$ cat src/rtl/collatz_sweep_ctrl.sv
// Sweep controller: walks a contiguous seed range through the Collatz orbit core
// and keeps the longest orbit seen, the seed count and a saturation flag.
module collatz_sweep_ctrl #(
    parameter int BITS      = 144,
    parameter int OLEN_BITS = 16,
    parameter int PLEN_BITS = 16,
    parameter int SEED_BITS = 32
) (
    input  logic                 clk,
    input  logic                 reset,
    input  logic [SEED_BITS-1:0] cfg_start,
    input  logic [SEED_BITS-1:0] cfg_count,
    input  logic                 go,
    input  logic                 abort,
    output logic                 core_load,
    output logic                 core_abort,
    output logic [BITS-1:0]      core_seed,
    input  logic                 core_done,
    input  logic [OLEN_BITS-1:0] core_olen,
    input  logic [PLEN_BITS-1:0] core_prec,
    output logic                 busy,
    output logic                 done,
    output logic [SEED_BITS-1:0] best_seed,
    output logic [OLEN_BITS-1:0] best_len,
    output logic [PLEN_BITS-1:0] best_prec,
    output logic [SEED_BITS-1:0] seeds_done,
    output logic                 sat_flag
);

    localparam logic [2:0] S_IDLE   = 3'd0;
    localparam logic [2:0] S_LOAD   = 3'd1;
    localparam logic [2:0] S_WAIT   = 3'd2;
    localparam logic [2:0] S_RECORD = 3'd3;
    localparam logic [2:0] S_DONE   = 3'd4;

    logic [2:0]           state;
    logic [SEED_BITS-1:0] seed;
    logic [SEED_BITS-1:0] count;
    logic [OLEN_BITS-1:0] olen_q;
    logic [PLEN_BITS-1:0] prec_q;
    logic                 seed_small;
    logic [SEED_BITS-1:0] seeds_next;

    // Seeds 0 and 1 have no orbit to compute; they are recorded without the core.
    assign seed_small = (seed < SEED_BITS'(2));
    assign seeds_next = seeds_done + SEED_BITS'(1);

    assign core_seed  = BITS'(seed);
    assign core_load  = (state == S_LOAD) && !seed_small && !abort;
    assign core_abort = (state == S_WAIT) && abort;
    assign busy       = (state != S_IDLE);
    assign done       = (state == S_DONE) && !abort;

    always_ff @(posedge clk) begin
        if (reset) begin
            state      <= S_IDLE;
            seed       <= '0;
            count      <= '0;
            olen_q     <= '0;
            prec_q     <= '0;
            best_seed  <= '0;
            best_len   <= '0;
            best_prec  <= '0;
            seeds_done <= '0;
            sat_flag   <= 1'b0;
        end else begin
            case (state)
                S_IDLE: begin
                    if (go && !abort) begin
                        seed       <= cfg_start;
                        count      <= cfg_count;
                        best_seed  <= '0;
                        best_len   <= '0;
                        best_prec  <= '0;
                        seeds_done <= '0;
                        sat_flag   <= 1'b0;
                        state      <= (cfg_count == '0) ? S_DONE : S_LOAD;
                    end
                end
                S_LOAD: begin
                    if (abort) begin
                        state <= S_IDLE;
                    end else if (seed_small) begin
                        olen_q <= '0;
                        prec_q <= '0;
                        state  <= S_RECORD;
                    end else begin
                        state <= S_WAIT;
                    end
                end
                S_WAIT: begin
                    if (abort) begin
                        state <= S_IDLE;
                    end else if (core_done) begin
                        olen_q <= core_olen;
                        prec_q <= core_prec;
                        state  <= S_RECORD;
                    end
                end
                S_RECORD: begin
                    if (abort) begin
                        state <= S_IDLE;
                    end else begin
                        // Strict compare so the earliest seed keeps a tied length.
                        if (olen_q > best_len) begin
                            best_seed <= seed;
                            best_len  <= olen_q;
                            best_prec <= prec_q;
                        end
                        sat_flag   <= sat_flag | (olen_q == '1);
                        seeds_done <= seeds_next;
                        seed       <= seed + SEED_BITS'(1);
                        state      <= (seeds_next == count) ? S_DONE : S_LOAD;
                    end
                end
                S_DONE: begin
                    state <= S_IDLE;
                end
                default: begin
                    state <= S_IDLE;
                end
            endcase
        end
    end

endmodule

$ cat config.mk
export PLATFORM = sky130hd
export DESIGN_NAME = collatz_sweep_ctrl
export DESIGN_NICKNAME = d
export VERILOG_FILES = /design/src/rtl/collatz_sweep_ctrl.sv
export SDC_FILE = /design/constraint.sdc
export NUM_CORES = 1
export LEC_CHECK = 0
export BUFFER_PORTS_ARGS = -buffer_cell sky130_fd_sc_hd__buf_4
export CORE_ASPECT_RATIO = 1.25
export CORE_MARGIN = 2
export CORE_UTILIZATION = 30
export DETAILED_ROUTE_END_ITERATION = 12
export GPL_ROUTABILITY_DRIVEN = 1
export SLEW_MARGIN = 30
export SYNTH_ARGS = -nofsm -noshare
export SYNTH_HDL_FRONTEND = slang
export SYNTH_SLANG_ARGS = --single-unit
$ cat constraint.sdc
create_clock -name clk -period 3.4 [get_ports clk]
set_clock_uncertainty 0.1 [all_clocks]
set_input_delay 0.51 -clock clk [delete_from_list [all_inputs] [get_ports clk]]
set_output_delay 0.51 -clock clk [all_outputs]
set_load 0.01 [all_outputs]
==> reports/results.tsv, run 1 <==
metric	value	unit
ys_top_cells_by_area	dfxtp_1 38%, buf_4 8.2%, a21oi_1 6.1%	
ys_ff_latch	196	
synth_warnings	0	
grt_pass1_wl	49.79	mm
finalHoldViolCount	0	
placed_area	12030	sq um
dieArea	35860	sq um
synth_common_cells	196 x dfxtp_1, 159 x nand2_1, 126 x a21oi_1	
clk_pin_slew	0.08	ns
mappedNetlistArea	10310	sq um
clockPowerShare	0.422	
vias_per_cell	5.107	
grt_overflow	0	
die_w	169.8	um
ir_worst_vdd	0.0002799	V
p_sw	0.001404	W
yosysTopAreaCellShare	0.3807	
dr.first_iter.drc_count	576	
insertion_delay	0.47	ns
synth_cells	1276	
cts_buffer_depth	2	
fillers	3456	
drt-total-wl	32.49	mm
start_util	0.3059	
min_period_over_period	0.8523	
nets	1576	
clock_sink_count	196	
ys_seq_area_frac	0.3807	
dp_hpwl	23.23	mm
die_h	211.2	um
worstMarginPinSlew	0.8280	ns
maxCapViolations	0	
power_frac_seq	0.471	
fmax	345.1	MHz
root_buffer	clkbuf_16	
fin_setup_tns	0	ns
period_needed	2.898	ns
cts_max_level	4	
end_kind	register	
antenna_found_initial	1	
r2r_cells	9	
worst_hold_path_type	in -> reg	
area.growth.synth_to_final	22.80	%
comb_power_share	0.107	
finalSetupViolCount	0	
io_pins	346	
postLayoutCellArea	12660	sq um
core.rowCount	75	
synth_cell_types	63	
worstHoldPathCells	3	
postRouteAntennaNets	0	
drive_gt1_frac	0.2109	
crit_arrival	3.19	ns
synth_edf_count	0	
numCtsBuffers	17	
whs	0.1928	ns
fin_cells	1894	
grt_pass1_vias	9155	
drc	0	
synthArstFlopShare	0	
slew_viol_final	0	
p_int	0.003737	W
grt_max_degree	88	
drt_first_pass_iters	5	
detail_route.wl_per_cell	17.15	um
postCtsSetupBuffers	0	
cp_max_fo	7	
vias	9672	
startpoint_type	register	
io_buffer_count	233	
outcome	complete, no violations	
worstSetupPathType	reg -> reg	
grt_usage	0.1775	
yosys.area.top_type	dfxtp_1	
core	33690	sq um
cts_tree	built	
postCtsHoldBufs	0	
yosysMostFrequentCell	dfxtp_1	
rsz0062_at_grt	no	
swShare	0.2731	
power_density	406.2	nW/um^2
cp.required	3.70	ns
leakage	5.211	nW
syn_area_per_cell	8.077	sq um
synth_ff_type	dfxtp_1	
max_slew_margin	0.4429	
gp_congestion	0.8544	
dp_cells	1861	
post_cts_resized	0	
cells by family (layout without fill, tap and decap cells):
kind of cell | after synthesis | after routing | share of synthesized area
AND/OR/NAND/NOR | 458 | 458 | 0.2235
other | 1 | 113 | 0.0003639
XOR/XNOR | 51 | 51 | 0.04334
AO/OA/AOI/OAI | 326 | 326 | 0.2044
flip-flops | 196 | 196 | 0.3807
adder cells (fa/ha/maj) | 18 | 18 | 0.02185
multiplexers | 2 | 2 | 0.001943
buffers and inverters | 224 | 307 | 0.1238
worst paths after layout:
check                                   from                     end  slack, ns
setup / recovery  seeds_done[0]$_SDFFE_PP0P_   state[2]$_SDFFE_PP0P_       0.50
setup reg to reg  seeds_done[0]$_SDFFE_PP0P_   state[2]$_SDFFE_PP0P_       0.50
hold / removal                 cfg_count[18]  count[18]$_SDFFE_PP0P_       0.19
hold reg to reg       prec_q[2]$_SDFFE_PP0P_  prec_q[2]$_SDFFE_PP0P_       0.35
critical path, cell delays in order (launching register included):
cell and delay [ns]:
dfxtp_1 0.50, ha_1 0.28, nand3_1 0.22, nor4_4 0.49
and2_2 0.28, nand3_1 0.14, xnor2_1 0.15, nor4_1 0.38
nand3_1 0.13, a21oi_1 0.16
layout make-up:
class	count	area, sq um	share of cell area
multi-input combinational	967	5559	0.4392
timing repair buffer	255	1939	0.1532
sequential	196	3924	0.3100
antenna	1	2.502	0.0001977
clock inverter	12	160.2	0.01265
inverter	20	75.07	0.005932
clock buffer	20	466.7	0.03688
tap	423	529.3	0.04182
per-stage QoR:
| stage | util | total power, W | setup slack (ns) |
|---|---|---|---|
| 6_report | 0.3757 | 0.005141 | 0.5023 |
| 5_1_grt | 0.3757 | 0.005339 | 0.2396 |
| 4_1_cts | 0.3756 | 0.005205 | 0.4283 |
| 3_5_place_dp | 0.3570 | 0.003028 | 0.4718 |
| 3_3_place_gp | 0.3570 | 0.003023 | 0.5222 |
| 2_1_floorplan | - | 0.002859 | 0.8227 |
flip-flops by register name (all words and copies together), names as in the netlist:
name / flops
best_len: 16
best_prec: 16
best_seed: 32
count: 32
olen_q: 16
prec_q: 16
sat_flag: 1
seed: 32
seeds_done: 32
state: 3
layout by cell type, fill, tap and decap left out, types with 4 or more instances in the layout:
| master | netlist | routed |
|---|---|---|
| nand3_1 | 63 | 63 |
| o21ai_0 | 56 | 56 |
| nor2_1 | 82 | 80 |
| a21oi_1 | 126 | 126 |
| a311oi_1 | 9 | 9 |
| a22o_1 | 69 | 69 |
| xor2_1 | 21 | 21 |
| nand2b_1 | 8 | 8 |
| or3_1 | 7 | 7 |
| and4_1 | 11 | 11 |
| a31oi_1 | 8 | 8 |
| nand2_1 | 159 | 158 |
| a21o_1 | 5 | 5 |
| nor4_1 | 24 | 23 |
| nor2b_1 | 5 | 4 |
| inv_6 | 0 | 4 |
| inv_1 | 20 | 20 |
| and3_1 | 13 | 12 |
| nor3_1 | 29 | 28 |
| dfxtp_1 | 196 | 196 |
| clkbuf_16 | 0 | 17 |
| a211oi_1 | 12 | 12 |
| buf_4 | 112 | 253 |
| ha_1 | 18 | 18 |
| xnor2_1 | 30 | 30 |
| o22ai_1 | 6 | 6 |
| and2_1 | 8 | 8 |
| conb_1 | 1 | 112 |
| nand4_1 | 22 | 22 |
| o21a_1 | 5 | 5 |
| a22oi_1 | 10 | 10 |
power by group through the flow:
stage               Sequential (W)  Clock (W)  Combinational, W
finish                     0.00242    0.00217          0.000551
global route               0.00243    0.00230          0.000609
CTS                        0.00242    0.00223          0.000555
detailed placement         0.00247          0          0.000554
global placement           0.00247          0          0.000549
floorplan                  0.00245          0          0.000405
per-layer routing:
| layer | track usage | part of all wire | up-vias | routed length, um |
|---|---|---|---|---|
| li1 | - | - | 4678 | - |
| met1 | 0.2116 | 0.41 | 4570 | 13450 |
| met2 | 0.3067 | 0.49 | 363 | 15950 |
| met3 | 0.03598 | 0.062 | 61 | 2030 |
| met4 | 0.08017 | 0.033 | 0 | 1061 |
| met5 | 0 | 0 | - | 0 |
Power figures use the tool's default switching activity.
==> run 2: changes to the inputs <==
CELL_PAD_IN_SITES_DETAIL_PLACEMENT = 0   (was not set)
CELL_PAD_IN_SITES_GLOBAL_PLACEMENT = 2   (was not set)
CORE_UTILIZATION = 28   (was 30)
PLACE_DENSITY_LB_ADDON = 0.1   (was not set)
==> run 2 against run 1 <==
  * Global-route usage grew 0.057 points
  * Largest cell class unchanged
  * Critical endpoint is now core_load
  * Via count shrank 2.7%
  * Non-clock buffer count grew 8
==> reports/results.tsv, run 2 (synthesis results as in run 1) <==
metric	value	unit	change
fmax	332.3	MHz	-3.7%
io_buffer_count	233		unchanged
die_w	175.6	um	+3.4%
period_needed	3.009	ns	+0.1115 ns
whs	0.2085	ns	+0.01576 ns
clock_sink_count	196		unchanged
fin_ws	0.3908	ns	-0.1115 ns
postCtsHoldBufs	0		unchanged
drive_gt1_frac	0.2131		+0.002241
layout_commonest_cell	buf_4		
clk_pin_slew	0.07	ns	about the same
grt_pass1_wl	52.99	mm	+6.4%
io_pins	346		unchanged
cts_max_level	4		unchanged
dp_hpwl	25.22	mm	+8.5%
power_density	389.9	nW/um^2	-4.0%
core.rowCount	78		+4.0%
placed_area	12180	sq um	+1.3%
area.growth.synth_to_final	23.47	%	
postRouteAntennaNets	0		unchanged
drt-total-wl	35.24	mm	+8.5%
worstMarginPinSlew	0.6435	ns	-0.1846 ns
dr.first_iter.drc_count	417		-28%
finalHoldViolCount	0		unchanged
fin_setup_tns	0	ns	unchanged
antenna_cells	0		-1
root_buffer	clkbuf_16		
most-common-layout-cells	260 x buf_4, 196 x dfxtp_1, 158 x nand2_1, 126 x a21oi_1, 112 x conb_1		
die_h	218.5	um	+3.4%
core	36300	sq um	+7.8%
cts_tree	built		
maxCapViolations	0		unchanged
finalSetupViolCount	0		unchanged
fillers	3908		+13%
vias_per_cell	4.807		-5.9%
grt_overflow	0		unchanged
detail_route.wl_per_cell	18.00	um	+4.9%
cts_buffer_depth	2		unchanged
insertion_delay	0.45	ns	-0.02 ns
antenna_found_initial	0		-1
crit_arrival	2.40	ns	-0.79 ns
post-place-ws	0.3970	ns	-0.07484 ns
post-route-util	0.3505		-0.02518
max_slew_margin	0.5694		+0.1265
postLayoutCellArea	12720	sq um	+0.54%
vias	9412		-2.7%
ir_worst_vdd	0.0003193	V	+14%
worstSetupPathType	reg -> out		
postCtsSetupBuffers	0		unchanged
post_cts_resized	0		unchanged
gp_congestion	0.7835		-8.3%
dieArea	38370	sq um	+7.0%
worst_hold_path_type	in -> reg		
cp.required	2.79	ns	-0.91 ns
outcome	complete, no violations		
start_util	0.2839		-0.02205
slew_viol_final	0		unchanged
leakage	5.211	nW	about the same
numCtsBuffers	17		unchanged
min_period_over_period	0.8851		+0.03280
drc	0		unchanged
grt_pass1_vias	8952		-2.2%
grt_max_degree	55		-38%
drt_first_pass_iters	4		-1
rsz0062_at_grt	no		
startpoint_type	register		
grt_usage	0.1780		+0.0005659
end_kind	output pin		
cp_max_fo	7		unchanged
nets	1584		+0.51%
-- run 2: cell count changes in the layout (fill, tap and decap cells not counted), sizes merged --
cell and delta:
diode -1, clkinvlp +2, inv -4, clkbuf +1
clkinv +2, buf +8, bufinv -1
-- run 2: routing by layer --
layer  vias up  global-route usage  wire, um
met5         -                   0         0
met4         0             0.04711       382
met3        19             0.02818      1444
met2       243              0.3089     17470
met1      4453              0.2290     15940
li1       4697                   -         -
-- run 2: final cells by class --
class / instances / area (sq um) / share of cell area
repair buffers: 263 / 2012 / 0.1581
inverters: 20 / 75.07 / 0.005900
clock inverters: 11 / 103.9 / 0.008161
multi-input cells: 967 / 5569 / 0.4377
clock buffers: 21 / 440.4 / 0.03461
well taps: 480 / 600.6 / 0.04720
flip-flops and latches: 196 / 3924 / 0.3084
-- run 2: power breakdown --
group	internal (W)	switching, W
logic	0.000228	0.000341
clock network	0.00102	0.000962
registers	0.00234	0.0000740
-- run 2: critical path: stages (launching register included) --
cell and delay (ns):
dfxtp_1 0.38, or4_1 0.53, nor4_1 0.35, nand4_1 0.28, and3b_1 0.26, buf_4 0.15
-- run 2: final timing paths --
check / from / endpoint / slack [ns] / cells past startpoint
worst max-delay path: seed[6]$_SDFFE_PP0P_ / core_load / 0.39 / 5
worst min-delay path: cfg_start[2] / seed[2]$_SDFFE_PP0P_ / 0.21 / 3
worst max register to register: seeds_done[0]$_SDFFE_PP0P_ / state[0]$_SDFFE_PP0P_ / 0.39 / 9
worst min register to register: prec_q[7]$_SDFFE_PP0P_ / prec_q[7]$_SDFFE_PP0P_ / 0.35 / 2
-- run 2: stage by stage --
| step | total power [W] | instances |
|---|---|---|
| after detailed placement | 0.003047 | 1926 |
| after global routing | 0.005175 | 1958 |
| after global placement | 0.003047 | 1926 |
| after CTS | 0.005047 | 1958 |
| final | 0.004962 | 1958 |
| after floorplan | 0.002859 | 1387 |
==> run 3: changes to the inputs <==
CORE_UTILIZATION = 29   (was 28)
CTS_BUF_LIST = sky130_fd_sc_hd__clkbuf_8   (was not set)
==> run 3 against run 2 <==
  * Clock power shrank 17%
  * Clock-buffer cell count shrank 3
  * Critical path depth grew 6
  * Design area shrank 1.2%
  * Sequential power is essentially flat
  * Total power shrank 6.7%
  * Critical path type is now reg -> reg
  * Largest cell class unchanged
==> reports/results.tsv, run 3 (synthesis results as in run 1) <==
metric	value	unit	change
dp_hpwl	24.77	mm	-1.8%
outcome	complete, no violations		
rsz0062_at_grt	no		
path_cells	inv_1, ha_1, nor2b_1, o211ai_1, a21oi_1, o221ai_1, o211ai_1, nand2_1, nor3_2, buf_4, a22o_1		
cp_max_fo	54		+47
fillers	3732		-4.5%
root_buffer	clkbuf_8		
fmax	323.7	MHz	-2.6%
min_period_over_period	0.9086		+0.02356
layout_commonest_cell	buf_4		
path_delay_family	simple AND/OR/NAND/NOR gates		
drc	0		unchanged
slew_viol_final	0		unchanged
drt_first_pass_iters	5		+1
io_pins	346		unchanged
cts_buffer_depth	2		unchanged
dr.first_iter.drc_count	481		+15%
area.growth.synth_to_final	21.97	%	
finalHoldViolCount	0		unchanged
core.rowCount	77		-1.3%
drive_gt1_frac	0.2139		+0.0008213
cts_tree	built		
grt_pass1_wl	54.33	mm	+2.5%
grt_max_degree	70		+27%
max_slew_margin	0.4368		-0.1326
post-route-util	0.3575		+0.006985
gp_congestion	0.7382		-5.8%
antenna_found_initial	0		unchanged
maxCapViolations	0		unchanged
drt-total-wl	35.13	mm	-0.30%
clock_sink_count	196		unchanged
numCtsBuffers	17		unchanged
antenna_cells	0		unchanged
finalSetupViolCount	0		unchanged
die_w	172.6	um	-1.7%
period_needed	3.089	ns	+0.08011 ns
detail_route.wl_per_cell	18.01	um	about the same
postCtsSetupBuffers	0		unchanged
clk_pin_slew	0.11	ns	+0.04 ns
crit_arrival	3.40	ns	+1.00 ns
cts_max_level	4		unchanged
top_layer_used	met4		
post_cts_resized	0		unchanged
path_buf_inv	2		+1
grt_pass1_vias	9089		+1.5%
wirelength_met1	15.93	mm	about the same
worstMarginPinSlew	0.8448	ns	+0.2014 ns
nets	1585		+0.063%
ir_worst_vdd	0.0001808	V	-43%
leakage	5.150	nW	-1.2%
routed-wl-met2	17.20	mm	-1.6%
die_h	214.8	um	-1.7%
insertion_delay	0.48	ns	+0.03 ns
slowest_delay	0.66	ns	+0.13 ns
end_kind	register		
io_buffer_count	233		unchanged
worstSetupPathType	reg -> reg		
startpoint_type	register		
postCtsHoldBufs	0		unchanged
worst_path_most_repeated_cell	o211ai_1		
grt_overflow	0		unchanged
most-common-layout-cells	262 x buf_4, 196 x dfxtp_1, 158 x nand2_1, 126 x a21oi_1, 112 x conb_1		
dieArea	37070	sq um	-3.4%
start_util	0.2931		+0.009202
cp.required	3.71	ns	+0.92 ns
crit_path_top_delay_cell	buf_4		
vias_per_cell	4.860		+1.1%
fin_setup_tns	0	ns	unchanged
worst_hold_path_type	in -> reg		
wl_met3	1.421	mm	-1.6%
core	35170	sq um	-3.1%
grt_usage	0.1847		+0.006657
postRouteAntennaNets	0		unchanged
whs	0.1766	ns	-0.03193 ns
vias	9481		+0.73%
power	0.004631	W	-6.7%
power_density	368.4	nW/um^2	-5.5%
## run 3: layer usage
| metal | GRT usage | vias to the layer above |
|---|---|---|
| li1 | - | 4691 |
| met1 | 0.2430 | 4528 |
| met2 | 0.3151 | 238 |
| met3 | 0.02672 | 24 |
| met4 | 0.05014 | 0 |
| met5 | 0 | - |
## run 3: power breakdown
part | internal [W] | total, W | leakage [nW] | switching, W
logic | 0.000230 | 0.000574 | 3.37 | 0.000344
clock network | 0.000744 | 0.00164 | 0.196 | 0.000901
registers | 0.00234 | 0.00241 | 1.59 | 0.0000700
## run 3: metrics by stage
stage	cell area, sq um	instances	worst slack [ns]
after CTS	12570	1951	0.3153
after detailed placement	12170	1921	0.3906
after global routing	12570	1951	0.09983
after global placement	12160	1921	0.4063
final	12570	1951	0.3107
after floorplan	10720	1387	0.8227
## run 3: cell type report
cell class                      count  area [sq um]  area share
Inverter                           20         75.07    0.005972
Timing Repair Buffer              264          2007      0.1596
Sequential cell                   196          3924      0.3121
Clock buffer                       18         247.7     0.01971
Multi-Input combinational cell    967          5567      0.4428
Tap cell                          474         593.1     0.04718
Clock inverter                     12         157.7     0.01254
## run 3: final timing paths
| check | startpoint | to | slack [ns] | depth (start not counted) |
|---|---|---|---|---|
| worst min-delay path | cfg_count[30] | count[30]$_SDFFE_PP0P_ | 0.18 | 3 |
| worst max-delay path | best_len[1]$_SDFFE_PP0P_ | best_seed[5]$_SDFFE_PP0P_ | 0.31 | 11 |
| worst max register to register | best_len[1]$_SDFFE_PP0P_ | best_seed[5]$_SDFFE_PP0P_ | 0.31 | 11 |
| worst min register to register | prec_q[6]$_SDFFE_PP0P_ | prec_q[6]$_SDFFE_PP0P_ | 0.36 | 2 |
## run 3: worst register-to-register path: cells and delay by family (launching register included)
kind / cells / cell delay [ns]
compound gates: 5 / 0.75
fa+ha+maj: 1 / 0.29
buf+inv: 2 / 0.72
flops: 1 / 0.38
simple gates: 3 / 0.81
